**config.mk**
```make
export PLATFORM = sky130hd
export DESIGN_NAME = rpn_sequenciador_etapas_flat
export DESIGN_NICKNAME = d
export VERILOG_FILES = /design/src/rtl/rpn_sequenciador_etapas_pkg.sv /design/src/rtl/rpn_sequenciador_etapas_if.sv /design/src/rtl/rpn_sequenciador_etapas_botao_pulso.sv /design/src/rtl/rpn_sequenciador_etapas.sv /design/src/flat_wrapper.sv
export SDC_FILE = /design/constraint.sdc
export NUM_CORES = 1
export LEC_CHECK = 0
export CORE_UTILIZATION = 30
export DETAILED_ROUTE_END_ITERATION = 16
export MAX_ROUTING_LAYER = met4
export PLACE_DENSITY = 0.61
export SLEW_MARGIN = 15
export SYNTH_ARGS = -nofsm -noshare
export SYNTH_HDL_FRONTEND = slang
export SYNTH_SLANG_ARGS = --single-unit
```
**constraint.sdc**
```tcl
create_clock -name CLOCK -period 1.5 [get_ports CLOCK]
set_clock_uncertainty 0.15 [all_clocks]
set_input_delay 0.225 -clock CLOCK [delete_from_list [all_inputs] [get_ports CLOCK]]
set_output_delay 0.225 -clock CLOCK [all_outputs]
set_load 0.1 [all_outputs]
```
**src/rtl/rpn_sequenciador_etapas_pkg.sv**
```systemverilog
// Shared definitions for the RPN ALU step sequencer: step encodings and a counter sizing helper.
package rpn_pkg;

    typedef enum logic [1:0] {
        ETAPA_A    = 2'b00,
        ETAPA_B    = 2'b01,
        ETAPA_OP   = 2'b10,
        ETAPA_EXEC = 2'b11
    } etapa_t;

    // Bits needed to hold a count running from 0 to maxCount-1 (never less than one bit).
    function automatic int cntWidth(input int maxCount);
        return (maxCount <= 2) ? 1 : $clog2(maxCount);
    endfunction

endpackage

```
**src/rtl/rpn_sequenciador_etapas_if.sv**
```systemverilog
// Step code and strobe bundle from the step sequencer to the RPN stack/mux-select stage.
interface rpn_sequenciador_etapas_if;

    logic [1:0] Etapa;
    logic       LoadA;
    logic       LoadB;
    logic       LoadOp;
    logic       LoadResultado;
    logic       Reset_borda;

    modport master (output Etapa, LoadA, LoadB, LoadOp, LoadResultado, Reset_borda);
    modport slave  (input  Etapa, LoadA, LoadB, LoadOp, LoadResultado, Reset_borda);

endinterface

```
**src/rtl/rpn_sequenciador_etapas_botao_pulso.sv**
```systemverilog
// Push-button conditioner: 2-FF synchroniser, optional debounce (RPN_DEBOUNCE_EN), registered press pulse.
module rpn_botao_pulso
`ifdef RPN_DEBOUNCE_EN
#(
    parameter int DEBOUNCE_CYCLES = 1000000
)
`endif
(
    input  logic clk,
    input  logic rst_n,
    input  logic btn_i,
    output logic pulse_o
);

    logic sync1_q;
    logic sync2_q;
    logic level_q;
    logic pulse_q;
    logic condLevel;

    // Synchroniser flops reset to the released (high) level of the active-low key.
    always_ff @(posedge clk or negedge rst_n) begin
        if (!rst_n) begin
            sync1_q <= 1'b1;
            sync2_q <= 1'b1;
        end else begin
            sync1_q <= btn_i;
            sync2_q <= sync1_q;
        end
    end

`ifdef RPN_DEBOUNCE_EN
    import rpn_pkg::*;

    localparam int DW = cntWidth(DEBOUNCE_CYCLES);

    logic [DW-1:0] deb_q;
    logic [DW-1:0] deb_d;
    logic          debLevel_q;
    logic          debLevel_d;

    // Any sample agreeing with the accepted level restarts the count, so bounces never accumulate.
    always_comb begin
        deb_d      = '0;
        debLevel_d = debLevel_q;
        if (sync2_q != debLevel_q) begin
            if (deb_q == DW'(DEBOUNCE_CYCLES - 1)) begin
                debLevel_d = sync2_q;
            end else begin
                deb_d = deb_q + DW'(1);
            end
        end
    end

    always_ff @(posedge clk or negedge rst_n) begin
        if (!rst_n) begin
            deb_q      <= '0;
            debLevel_q <= 1'b1;
        end else begin
            deb_q      <= deb_d;
            debLevel_q <= debLevel_d;
        end
    end

    assign condLevel = debLevel_q;
`else
    assign condLevel = sync2_q;
`endif

    // Stored level resets high so releasing reset with the key idle never produces a pulse.
    always_ff @(posedge clk or negedge rst_n) begin
        if (!rst_n) begin
            level_q <= 1'b1;
            pulse_q <= 1'b0;
        end else begin
            level_q <= condLevel;
            pulse_q <= level_q & ~condLevel;
        end
    end

    assign pulse_o = pulse_q;

endmodule

```
**src/rtl/rpn_sequenciador_etapas.sv**
```systemverilog
// RPN ALU step sequencer: ENTER/CLEAR keys -> Etapa, load strobes, LoadResultado and Reset_borda.
// Defining RPN_DEBOUNCE_EN adds a DEBOUNCE_CYCLES debounce filter on both keys.
module rpn_sequenciador_etapas
    import rpn_pkg::*;
#(
    parameter int EXEC_CYCLES = 2
`ifdef RPN_DEBOUNCE_EN
    , parameter int DEBOUNCE_CYCLES = 1000000
`endif
) (
    input  logic                             CLOCK,
    input  logic                             RESET_N,
    input  logic                             BTN_ENTER,
    input  logic                             BTN_CLEAR,
    rpn_sequenciador_etapas_if.master        bus
);

    localparam int CW = cntWidth(EXEC_CYCLES);

    etapa_t        state_q;
    etapa_t        state_d;
    logic [CW-1:0] cnt_q;
    logic [CW-1:0] cnt_d;
    logic          resetBorda_q;
    logic          enterP;
    logic          clearP;
    logic          terminal;

`ifdef RPN_DEBOUNCE_EN
    rpn_botao_pulso #(.DEBOUNCE_CYCLES(DEBOUNCE_CYCLES)) uEnter (
        .clk(CLOCK), .rst_n(RESET_N), .btn_i(BTN_ENTER), .pulse_o(enterP));
    rpn_botao_pulso #(.DEBOUNCE_CYCLES(DEBOUNCE_CYCLES)) uClear (
        .clk(CLOCK), .rst_n(RESET_N), .btn_i(BTN_CLEAR), .pulse_o(clearP));
`else
    rpn_botao_pulso uEnter (.clk(CLOCK), .rst_n(RESET_N), .btn_i(BTN_ENTER), .pulse_o(enterP));
    rpn_botao_pulso uClear (.clk(CLOCK), .rst_n(RESET_N), .btn_i(BTN_CLEAR), .pulse_o(clearP));
`endif

    // resetBorda_q doubles as the power-on clear flop: it resets high and then just follows clearP.
    always_ff @(posedge CLOCK or negedge RESET_N) begin
        if (!RESET_N) begin
            state_q      <= ETAPA_A;
            cnt_q        <= '0;
            resetBorda_q <= 1'b1;
        end else begin
            state_q      <= state_d;
            cnt_q        <= cnt_d;
            resetBorda_q <= clearP;
        end
    end

    assign terminal = (cnt_q == CW'(EXEC_CYCLES - 1));

    // CLEAR beats ENTER; during the clear pulse itself the step is held so no press is half-taken.
    always_comb begin
        state_d = state_q;
        cnt_d   = cnt_q;
        if (clearP) begin
            state_d = ETAPA_A;
            cnt_d   = '0;
        end else if (!resetBorda_q) begin
            case (state_q)
                ETAPA_A:    if (enterP) state_d = ETAPA_B;
                ETAPA_B:    if (enterP) state_d = ETAPA_OP;
                ETAPA_OP: begin
                    if (enterP) begin
                        state_d = ETAPA_EXEC;
                        cnt_d   = '0;
                    end
                end
                ETAPA_EXEC: begin
                    if (terminal) begin
                        state_d = ETAPA_A;
                        cnt_d   = '0;
                    end else begin
                        cnt_d = cnt_q + CW'(1);
                    end
                end
                default:    state_d = ETAPA_A;
            endcase
        end
    end

    // Strobes decode the current step, so Etapa still shows the issuing step while they are high.
    always_comb begin
        bus.LoadA         = 1'b0;
        bus.LoadB         = 1'b0;
        bus.LoadOp        = 1'b0;
        bus.LoadResultado = 1'b0;
        if (!clearP && !resetBorda_q) begin
            case (state_q)
                ETAPA_A:    bus.LoadA         = enterP;
                ETAPA_B:    bus.LoadB         = enterP;
                ETAPA_OP:   bus.LoadOp        = enterP;
                ETAPA_EXEC: bus.LoadResultado = terminal;
                default:    bus.LoadA         = 1'b0;
            endcase
        end
    end

    assign bus.Etapa       = state_q;
    assign bus.Reset_borda = resetBorda_q;

endmodule
```
**src/flat_wrapper.sv**
```systemverilog
// flat-port wrapper written by rule: the top's interface ports become plain ports
module rpn_sequenciador_etapas_flat import rpn_pkg::*;
#(
    parameter int EXEC_CYCLES = 2

)
  (CLOCK, RESET_N, BTN_ENTER, BTN_CLEAR, bus_Etapa, bus_LoadA, bus_LoadB, bus_LoadOp, bus_LoadResultado, bus_Reset_borda);
  rpn_sequenciador_etapas_if bus_i ();
  input  logic CLOCK;
  input  logic RESET_N;
  input  logic BTN_ENTER;
  input  logic BTN_CLEAR;
  output wire logic [$bits(bus_i.Etapa)-1:0] bus_Etapa;
  output wire logic [$bits(bus_i.LoadA)-1:0] bus_LoadA;
  output wire logic [$bits(bus_i.LoadB)-1:0] bus_LoadB;
  output wire logic [$bits(bus_i.LoadOp)-1:0] bus_LoadOp;
  output wire logic [$bits(bus_i.LoadResultado)-1:0] bus_LoadResultado;
  output wire logic [$bits(bus_i.Reset_borda)-1:0] bus_Reset_borda;
  assign bus_Etapa = bus_i.Etapa;
  assign bus_LoadA = bus_i.LoadA;
  assign bus_LoadB = bus_i.LoadB;
  assign bus_LoadOp = bus_i.LoadOp;
  assign bus_LoadResultado = bus_i.LoadResultado;
  assign bus_Reset_borda = bus_i.Reset_borda;
  rpn_sequenciador_etapas #(.EXEC_CYCLES(EXEC_CYCLES)) u_core (.CLOCK(CLOCK), .RESET_N(RESET_N), .BTN_ENTER(BTN_ENTER), .BTN_CLEAR(BTN_CLEAR), .bus(bus_i));
endmodule
```
**Yosys cells after proc, flatten, opt, wreduce, memory -nomap -nowiden**

Cells that the tools add are included.

- Bits in registers: 12
- Bits of input ports: 4
- Output and inout port bits: 7

- Add/subtract/negate cells: 1
- Equality and inequality tests: 8
- Multiplexer cells: 20
- Bitwise logic cells: 4
- Reductions and logical operators: 7

Operators by type and width:

| kind | number |
|---|---|
| two-way mux 1 bit | 12 |
| two-way mux 2 bit | 6 |
| != test 3 bit, second input constant | 3 |
| one-hot mux 2 bit (4 select lines) | 1 |
| AND reduction 5 bit | 1 |
| equality test 2 bit, second input constant | 2 |
| != test 3 x 2 -> 1 bit, second input constant | 1 |
| AND reduction 3 bit | 1 |
| nonzero test 3 bit | 1 |
| bitwise AND 1 bit | 2 |
| equality test 2 x 1 -> 1 bit, second input constant | 1 |
| zero test 1 bit | 2 |
| zero test 2 bit | 1 |
| != test 2 bit, second input constant | 1 |
| inverter 1 bit | 2 |
| one-hot mux 1 bit (2 select lines) | 1 |
| adder 1 bit, second input constant | 1 |
| logical AND 1 bit | 1 |

**Depth between registers and ports, before layout**

Gate-level depths: netlist of run 1.

- Word-level depth: 5
- Depth in mapped cells: 6
- Mapped depth without buffers: 6

**By module**

A second synthesis of run 1 with hierarchy kept.

- Cell total of the unflattened synthesis: 44
- Area total of the unflattened synthesis: 545.5 um^2

Modules (own cells, without submodules):

| module | instances | cells each | area an instance (um^2) | sequential area each (um^2) |
|---|---|---|---|---|
| rpn_sequenciador_etapas | 1 | 34 | 310.3 | 101.3 |
| rpn_botao_pulso | 2 | 5 | 117.6 | 103.8 |

**Worst setup path after synthesis of run 1**

Ideal clock, no wire load.

- Path type: register to output
- From: register u_core.state_q[1] (netlist: u_core.bus.Etapa[1])
- To: output port bus_LoadResultado
- Arrival: 2059 ps
- Setup slack: -934 ps
- Stages on the path, launching flop included: 3
- Path buffers: 0
- Cells stage by stage: dfrtp_1 ha_1 and3_1

- Word-level cells in the longest chain between the ends: 3

Ends and longest elaborated chain:

| item | line | RTL |
|---|---|---|
| start: declaration | rpn_sequenciador_etapas.sv:20 | `etapa_t state_q;` |
| start signal: assignment | rpn_sequenciador_etapas.sv:46 | `state_q <= state_d;` |
| equality test 2 bit | rpn_sequenciador_etapas.sv:91 | `case (state_q)` |
| two-way mux 1 bit | rpn_sequenciador_etapas.sv:91 |  |
| two-way mux 1 bit | rpn_sequenciador_etapas.sv:90 | `if (!clearP && !resetBorda_q) begin` |
| end: declaration | flat_wrapper.sv:17 | `output wire logic [$bits(bus_i.LoadResultado)-1:0] bus_LoadResultado;` |

Every way passes these cells.

**Worst setup path in the final report of run 1**

- From: register u_core.state_q[0] (netlist: u_core.bus.Etapa[0])
- To: output port bus_LoadOp

- Word-level cells in the longest chain between the ends: 3

Ends and longest elaborated chain:

| item | line | RTL |
|---|---|---|
| equality test 2 bit | rpn_sequenciador_etapas.sv:91 |  |
| two-way mux 1 bit | rpn_sequenciador_etapas.sv:91 |  |
| two-way mux 1 bit | rpn_sequenciador_etapas.sv:90 |  |
| end: declaration | flat_wrapper.sv:16 | `output wire logic [$bits(bus_i.LoadOp)-1:0] bus_LoadOp;` |

Every way passes these cells.

==> run_results.csv, run 1 <==
group,metric,value,unit
status,outcome,"finished with violations",
status,violations,"design-rule violations, negative setup slack",
logic_synthesis,synth_area_per_cell,13.0,um^2
grt,grt_pass1_vias,387,
finish,seq_area,320,um^2
route,drt_iter0_drc,2,
sta,setup_total_negative_slack,-1.35,ns
placed_design,dp_hpwl,645,um
power_and_ir_drop,ir_worst_vdd,1.12,mV
placed_design,gp_congestion,0.733,
placed_design,io_buffer_count,10,
sta,rsz0062_at_grt,"true",
clock_tree,clk_latency,0.26,ns
route,vias_per_cell,4.80,
worst_setup_path,cp.arrival,1.36,ns
route,avgRoutedWirePerCell,11.6,um
route,drt_pre_antenna_iters,9,
clock_tree,cts_sinks,12,
logic_synthesis,synth_top_area_cell,"dfstp_2",
power_and_ir_drop,p_leak,0.000390,uW
die,initial_core_util,33.5,%
sta,maxSlewViolCount,0,
clock_tree,ctsHoldBuffers,0,
logic_synthesis,synthDistinctLibCells,19,
logic_synthesis,syn_inst,40,
logic_synthesis,ys_top_cells_by_area,"dfstp_2 (35%), dfrtp_1 (24%), ha_1 (9.6%)",
finish,nets,74,
finish,multiInputGateArea,314,um^2
run,max_cap_viol_count,0,
logic_synthesis,seq_area_frac_synth,59.2,%
finish,n_fill_cell,115,
route,final_antenna_net_count,0,
sta,fin_crit,1.74,ns
finish,drive_gt1_share,76.9,%
clock_tree,htree_levels,1,
worst_setup_path,slowest_delay,0.53,ns
logic_synthesis,syn-num-nets,48,
grt,antenna_found_initial,0,
worst_hold_path,hold_path_class,"in -> async",
worst_setup_path,cp_slowest_cell,"dfrtp_4",
worst_setup_path,required,1.12,ns
finish,final_util,62.0,%
sta,period_share,116,%
power_and_ir_drop,power,1760,uW
clock_tree,path_clk_slew,0.07,ns
sta,hold_violations,0,
logic_synthesis,yosysTopAreaCellShare,35.3,%
die,core_area,0.00156,mm^2
die,die-width,43.7,um
grt,grt-ovfl-total,0,
grt,grt_max_degree,13,
clock_tree,clk_path_buf_depth,2,
route,dr_total_vias,389,
sta,setup_viol,8,
logic_synthesis,yosys_warnings,0,
grt,grt_util_all_layers,13.0,%
clock_tree,cts_tree,"built",
sta,slew_headroom,82.8,%
finish,antenna_cells,0,
die,die_area,0.00191,mm^2
sta,fmax,0.576,GHz
worst_setup_path,cp-end-kind,"output port",
worst_setup_path,crit_path_max_fanout,4,
worst_setup_path,worstPathCellList,"inv_6 -> ha_4 -> and3_4 -> buf_12",
grt,grt_pass1_wl,1.72,mm
sta,setup_ws,-0.236,ns
sta,tightestPinTransition,0.256,ns
clock_tree,cts_root_buf,"clkbuf_4",
worst_setup_path,start_kind,"register",
die,die_h,43.7,um
die,num_rows,14,
power_and_ir_drop,p_per_area,1830,mW/mm^2
finish,syn2layout_area_growth,85.1,%
route,drt_wl_total,937,um
worst_setup_path,r2r_slack,-0.15,ns
clock_tree,cts_buffers,3,
logic_synthesis,synth-seq-cells,12,
route,drc,1,
logic_synthesis,netlist_area,522,um^2
worst_setup_path,critPathKind,"reg -> out",
die,io_pins,11,
-- per-stage QoR --
step                      hold WS, ns  cells  instance area (um^2)  worst slack, ns
after floorplan                -0.221     40                   602           -0.155
after global placement          0.195     71                   830          -0.0729
after detailed placement        0.201     71                   830          -0.0772
after CTS                      0.0995     80                   935           -0.255
after global routing            0.112     81                   966           -0.283
final                           0.103     81                   966           -0.236
-- power breakdown --
part           total [uW]  switching, uW  internal, uW
combinational        1040            548           494
clock                 246           98.3           147
sequential            477           78.4           399
-- cells by family after synthesis --
logic type | synth area share [%]
AO/OA/AOI/OAI | 10.8
adder cells (fa/ha/maj) | 9.59
buffers and inverters | 1.44
flip-flops | 59.2
AND/OR/NAND/NOR | 18.9
-- worst paths after layout --
| path | from | end | depth (start not counted) |
|---|---|---|---|
| max | u_core.bus.Etapa[0] | bus_LoadOp | 4 |
| min | RESET_N | u_core.cnt_q | 2 |
| max reg2reg | u_core.bus.Etapa[1] | u_core.bus.Etapa[1] | 7 |
| min reg2reg | u_core.uEnter.sync1_q | u_core.uEnter.condLevel | 0 |
| max in group asynchronous | RESET_N | u_core.uEnter.sync1_q | 2 |
| min in group CLOCK | u_core.uEnter.sync1_q | u_core.uEnter.condLevel | 0 |
-- cell usage after synthesis (all sizes together) --
master,number
a211oi,1
a21oi,2
and3,4
dfrtp,5
dfstp,7
ha,4
inv,2
nand2,1
nand2b,2
nand4bb,1
nor2,3
nor2b,3
nor4,1
o21bai,1
o311ai,1
o31ai,1
or3,1
-- per-layer routing --
| layer | GRT usage (%) | share of wire (%) | vias to the layer above |
|---|---|---|---|
| met1 | 16.4 | 45 | 184 |
| met2 | 19.4 | 48 | 11 |
| li1 | - | - | 190 |
| met4 | 9.38 | 3.0 | 0 |
| met5 | - | 0 | - |
| met3 | 1.25 | 3.2 | 4 |
-- worst max-delay path, delay by kind of cell, from the launching register on --
family                     cells  cell delay, ns
adders and majority gates      1            0.13
DFF                            1            0.53
buffers and inverters          2            0.26
and+or+nand+nor                1            0.18
-- final cells by class --
class	count	area share, %
Clock buffer	4	3.76
Inverter	2	1.55
Multi-Input combinational cell	26	32.5
Sequential cell	12	33.2
Tap cell	16	2.07
Timing Repair Buffer	21	26.9
-- cells in the final DEF, fill, tap and decap left out, types with 2 or more instances in the layout --
cell and instances:
clkbuf_4 3, dfrtp_1 3, nor2b_1 2, and3_4 4, ha_4 3, buf_4 9, dfrtp_4 2, dfstp_2 6
buf_12 7, buf_6 2, clkdlybuf4s50_1 3
-- flip-flops by register name, indices dropped and copies added (netlist names) --
signal	cells
u_core.uEnter.pulse_o	1
u_core.uClear.pulse_o	1
u_core.uClear.sync1_q	1
u_core.cnt_q	1
u_core.uEnter.condLevel	1
u_core.bus.Reset_borda	1
u_core.bus.Etapa	2
u_core.uEnter.sync1_q	1
u_core.uClear.condLevel	1
u_core.uClear.level_q	1
u_core.uEnter.level_q	1
-- repair_timing --
item | 4_1_cts | 5_1_grt
endpoints found under the setup margin | 8 | 9
gates resized for setup | 6 | 5
setup buffers | 5 | 1
pin swaps | 6 | 4
(Power assumes the default switching activity.)
==> run 2, diff against run 1 <==
Settings changed: CORE_ASPECT_RATIO set to 1.25.
==> run 2 against run 1 <==
The flow finishes with violations (negative setup slack); clock-buffer cell count did not move; cell count rose by 3.7%; register-to-register slack got worse by 0.04 ns; final area rose by 0.78%; total power rose by 2.7%; sequential share of layout area fell by 0.26 points; global-route usage fell by 0.23 points; worst setup slack got worse by 0.0048 ns; sequential power fell by 2%; wire length rose by 11%; non-clock buffer count rose by 1; critical path type unchanged.
==> run_results.csv, run 2 (synthesis gave the netlist of run 1 again) <==
group,metric,value,unit
status,outcome,"finished with violations",
status,violations,"negative setup slack",
finish,antenna_cells,0,
finish,n_fill_cell,136,
die,core_area,0.00160,mm^2
die,die_area,0.00191,mm^2
clock_tree,cts_buffers,3,
finish,final_common_cell,"buf_4",
die,io_pins,11,
worst_setup_path,cp.arrival,1.37,ns
power_and_ir_drop,p_leak,0.000396,uW
sta,setup_ws,-0.241,ns
sta,rsz0062_at_grt,"true",
route,drt_iter0_drc,0,
route,vias_per_cell,4.81,
worst_setup_path,cp_slowest_cell,"dfrtp_4",
power_and_ir_drop,power,1810,uW
route,drc,0,
grt,grt_pass1_wl,1.63,mm
route,final_antenna_net_count,0,
grt,grt_max_degree,13,
sta,hold_violations,0,
run,max_cap_viol_count,0,
sta,setup_viol,9,
finish,nets,75,
worst_setup_path,critPathKind,"reg -> out",
placed_design,gp_congestion,0.780,
power_and_ir_drop,p_per_area,1860,mW/mm^2
worst_hold_path,hold_path_class,"in -> async",
placed_design,io_buffer_count,10,
worst_setup_path,cp.depth,3,
clock_tree,htree_levels,1,
die,initial_core_util,32.6,%
clock_tree,cts_root_buf,"clkbuf_4",
finish,most-common-layout-cells,"buf_4 (9), buf_12 (7), dfstp_2 (6)",
die,num_rows,16,
worst_setup_path,cp-end-kind,"output port",
route,drt_pre_antenna_iters,1,
worst_setup_path,slowest_delay,0.52,ns
sta,timing.hold.ws,0.0919,ns
route,drt_wl_total,1.04,mm
die,die_h,48.6,um
finish,drive_gt1_share,75.8,%
die,die-width,39.3,um
worst_setup_path,path_delay_family,"flip-flops",
clock_tree,cts_tree,"built",
worst_setup_path,reg2regPathDepth,7,
worst_setup_path,crit_path_max_fanout,4,
worst_setup_path,worstPathCellList,"ha_1 -> and3_4 -> buf_12",
sta,fin_crit,1.74,ns
grt,grt_pass1_vias,383,
worst_setup_path,start_kind,"register",
finish,largest_register_ffs,2,
power_and_ir_drop,ir_worst_vdd,0.955,mV
sta,period_share,116,%
route,dr_total_vias,404,
sta,fmax,0.574,GHz
route,avgRoutedWirePerCell,12.4,um
clock_tree,path_clk_slew,0.07,ns
sta,tightestPinTransition,0.263,ns
clock_tree,cts_sinks,12,
sta,slew_headroom,82.3,%
grt,grt-ovfl-total,0,
sta,maxSlewViolCount,0,
worst_setup_path,crit_buf_inv,1,
grt,grt_util_all_layers,12.8,%
clock_tree,clk_path_buf_depth,2,
worst_setup_path,required,1.12,ns
clock_tree,clk_latency,0.26,ns
placed_design,dp_hpwl,688,um
finish,syn2layout_area_growth,86.6,%
grt,antenna_found_initial,0,
## run 2: cell types whose count changed in the layout (fill, tap and decap cells not counted)
cell     previous run  this run
a21oi_1             0         1
a21oi_2             1         0
buf_6               2         3
inv_4               1         2
inv_6               1         0
## run 2: path summary, 6_finish.rpt
path | end | startpoint | slack (ns)
max | bus_LoadResultado | u_core.bus.Etapa[0] | -0.24
min | u_core.bus.Etapa[1] | RESET_N | 0.09
max reg2reg | u_core.bus.Etapa[1] | u_core.bus.Etapa[0] | -0.19
min reg2reg | u_core.uEnter.condLevel | u_core.uEnter.sync1_q | 0.21
max in group asynchronous | u_core.uEnter.condLevel | RESET_N | 0.88
min in group CLOCK | u_core.uEnter.sync1_q | BTN_ENTER | 0.21
## run 2: routing by layer
metal / global-route usage [%] / vias up / routed length (um)
met5: - / - / 0
met4: 8.62 / 0 / 17
met3: 1.38 / 4 / 37
met2: 20.0 / 12 / 587
met1: 14.6 / 193 / 396
li1: - / 195 / -
## run 2: stage by stage
stage	std cells	utilization (%)	cell area [um^2]	worst slack (ns)	setup TNS, ns
6_report	84	60.8	973	-0.241	-1.44
5_1_grt	84	60.8	973	-0.285	-1.82
4_1_cts	83	58.2	932	-0.258	-1.46
3_5_place_dp	74	52.4	840	-0.0302	-0.0469
3_3_place_gp	74	52.4	840	-0.0356	-0.0434
2_1_floorplan	40	-	602	-0.155	-0.996
## run 2: final cells by class
| class | count | area, um^2 | area share [%] |
|---|---|---|---|
| flip-flops and latches | 12 | 320 | 32.9 |
| well taps | 18 | 22.5 | 2.31 |
| inverters | 2 | 12.5 | 1.29 |
| multi-input cells | 26 | 310 | 31.9 |
| clock buffers | 4 | 36.3 | 3.73 |
| repair buffers | 22 | 272 | 27.9 |
## run 2: power breakdown
group	internal [uW]	switching, uW
combinational	517	579
sequential	399	70.3
clock	147	99.1
## run 2: what timing repair did
| item | in CTS | in global routing |
|---|---|---|
| pin swaps | 4 | 2 |
| gates resized for setup | 5 | 5 |
| hold buffers | 0 | 0 |
| endpoints found under the setup margin | 7 | 10 |
| buffers inserted | 5 | 1 |
==> run 3, diff against run 2 <==
Settings changed: CELL_PAD_IN_SITES_DETAIL_PLACEMENT set to 1, CELL_PAD_IN_SITES_GLOBAL_PLACEMENT set to 1, PLACE_DENSITY 0.61 to 0.71.
==> run 3 against run 2 <==
The flow still finishes with violations (negative setup slack); hold slack worse by 0.019 ns; via count increased by 7.2%; register-to-register slack improved by 0.02 ns; final area rose by 5.8%; first-iteration DRC count is 2 higher; maximum frequency is 2.0% lower; total power grew 9.3%; core utilization up 3.5 points; flip-flop and latch count unchanged; clock-buffer cell count unchanged; sequential share of layout area fell by 1.8 points; global-route usage grew 3.6 points; largest power group unchanged.
==> run_results.csv, run 3 (synthesis gave the netlist of run 1 again) <==
group,metric,value,unit
die,io_pins,11,
worst_setup_path,reg2regPathDepth,7,
grt,antenna_found_initial,0,
clock_tree,cts_tree,"built",
finish,design_area,0.00103,mm^2
die,die_h,48.6,um
sta,fmax,0.563,GHz
worst_setup_path,cp-end-kind,"output port",
finish,syn2layout_area_growth,97.4,%
sta,setup_total_negative_slack,-1.83,ns
placed_design,dp_hpwl,837,um
placed_design,gp_congestion,0.702,
finish,n_fill_cell,156,
worst_setup_path,crit_path_end,"bus_LoadA",
worst_setup_path,cp.depth,4,
sta,period_share,118,%
worst_setup_path,crit_path_max_fanout,4,
placed_design,pre_cts_ws,-0.112,ns
worst_hold_path,hold_path_class,"in -> async",
power_and_ir_drop,ir_worst_vdd,1.00,mV
grt,grt_util_all_layers,16.3,%
clock_tree,clk_latency,0.29,ns
clock_tree,cts_buffers,3,
sta,rsz0062_at_grt,"true",
sta,tightestPinTransition,0.325,ns
finish,final_util,64.3,%
finish,drive_gt1_share,79.2,%
worst_setup_path,cp.arrival,1.40,ns
clock_tree,ctsHoldBuffers,0,
clock_tree,path_clk_slew,0.08,ns
finish,nets,81,
placed_design,place_area,847,um^2
worst_setup_path,start_kind,"register",
die,num_rows,16,
route,dr_total_vias,433,
route,drt_iter0_drc,2,
worst_setup_path,r2r_slack,-0.17,ns
sta,setup_ws,-0.276,ns
worst_setup_path,slowest_delay,0.54,ns
power_and_ir_drop,p_per_area,1920,mW/mm^2
worst_setup_path,cp_slowest_cell,"dfrtp_4",
finish,final_common_cell,"buf_4",
grt,grt_max_degree,13,
worst_setup_path,required,1.12,ns
worst_setup_path,worstPathCellList,"inv_6 -> ha_4 -> and3_4 -> buf_12",
grt,grt_pass1_vias,415,
clock_tree,htree_levels,1,
sta,setup_viol,10,
clock_tree,clk_path_buf_depth,2,
sta,hold_violations,0,
route,avgRoutedWirePerCell,16.1,um
sta,timing.hold.ws,0.0726,ns
grt,grt_pass1_wl,1.99,mm
sta,fin_crit,1.78,ns
sta,slew_headroom,78.2,%
power_and_ir_drop,p_leak,0.000423,uW
route,final_antenna_net_count,0,
route,drt_pre_antenna_iters,2,
placed_design,io_buffer_count,10,
route,vias_per_cell,4.81,
worst_setup_path,r2r-start,"u_core.bus.Etapa[0]",
clock_tree,cts_root_buf,"clkbuf_4",
finish,most-common-layout-cells,"buf_4 (14), buf_12 (7), dfstp_2 (6)",
die,initial_core_util,32.6,%
sta,maxSlewViolCount,0,
route,drc,0,
die,core_area,0.00160,mm^2
die,die_area,0.00191,mm^2
status,outcome,"finished with violations",
run,max_cap_viol_count,0,
worst_setup_path,critPathKind,"reg -> out",
status,violations,"negative setup slack",
worst_setup_path,crit_start,"u_core.bus.Etapa[0]",
finish,largest_register_ffs,2,
worst_setup_path,crit_buf_inv,2,
worst_setup_path,worstReg2RegEnd,"u_core.bus.Etapa[0]",
route,drt_wl_total,1.45,mm
grt,grt-ovfl-total,0,
worst_setup_path,path_delay_family,"flip-flops",
finish,antenna_cells,0,
clock_tree,cts_sinks,12,
die,die-width,39.3,um
[run 3: cell count changes in the layout (fill, tap and decap cells not counted), sizes merged]
| cell | before | now |
|---|---|---|
| buf | 19 | 25 |
[run 3: power by group]
| part | internal, uW | total [uW] | switching [uW] |
|---|---|---|---|
| Combinational | 615 | 1230 | 618 |
| Clock | 148 | 267 | 119 |
| Sequential | 399 | 480 | 81.5 |
| Total | 1160 | 1980 | 819 |
[run 3: worst min-delay path by stage]
stage | start | to | cells after the start
after floorplan | RESET_N | u_core.cnt_q | 0
after global placement | u_core.uClear.sync1_q | u_core.uClear.condLevel | 0
after detailed placement | u_core.uEnter.sync1_q | u_core.uEnter.condLevel | 0
after CTS | RESET_N | u_core.bus.Etapa[0] | 2
after global routing | RESET_N | u_core.bus.Etapa[0] | 2
final | RESET_N | u_core.bus.Etapa[0] | 2
[run 3: final cells by class]
cell class              instances  area, um^2  share of cell area (%)
clock buffers                   4        36.3                    3.52
inverters                       2        15.0                    1.46
multi-input cells              26         315                    30.6
flip-flops and latches         12         320                    31.1
well taps                      18        22.5                    2.19
repair buffers                 28         320                    31.1
[run 3: metal layers]
metal  share of wire (%)  wire length (um)  global-route usage, %
met3                 2.8                41                   4.13
met1                  39               566                   19.0
met2                  57               821                   25.0
met4                 1.5                22                   8.62
met5                   0                 0                      -
[run 3: timing repair]
| action | 4_1_cts | 5_1_grt |
|---|---|---|
| resized for setup | 6 | 8 |
| pin swaps | 4 | 4 |
| setup buffers | 8 | 4 |
| setup endpoints to repair | 9 | 10 |
[run 3: per-stage QoR]
stage               total power [uW]  cells
global placement                1370     75
global route                    2070     90
floorplan                       1060     40
detailed placement              1390     75
finish                          1980     90
CTS                             1790     86
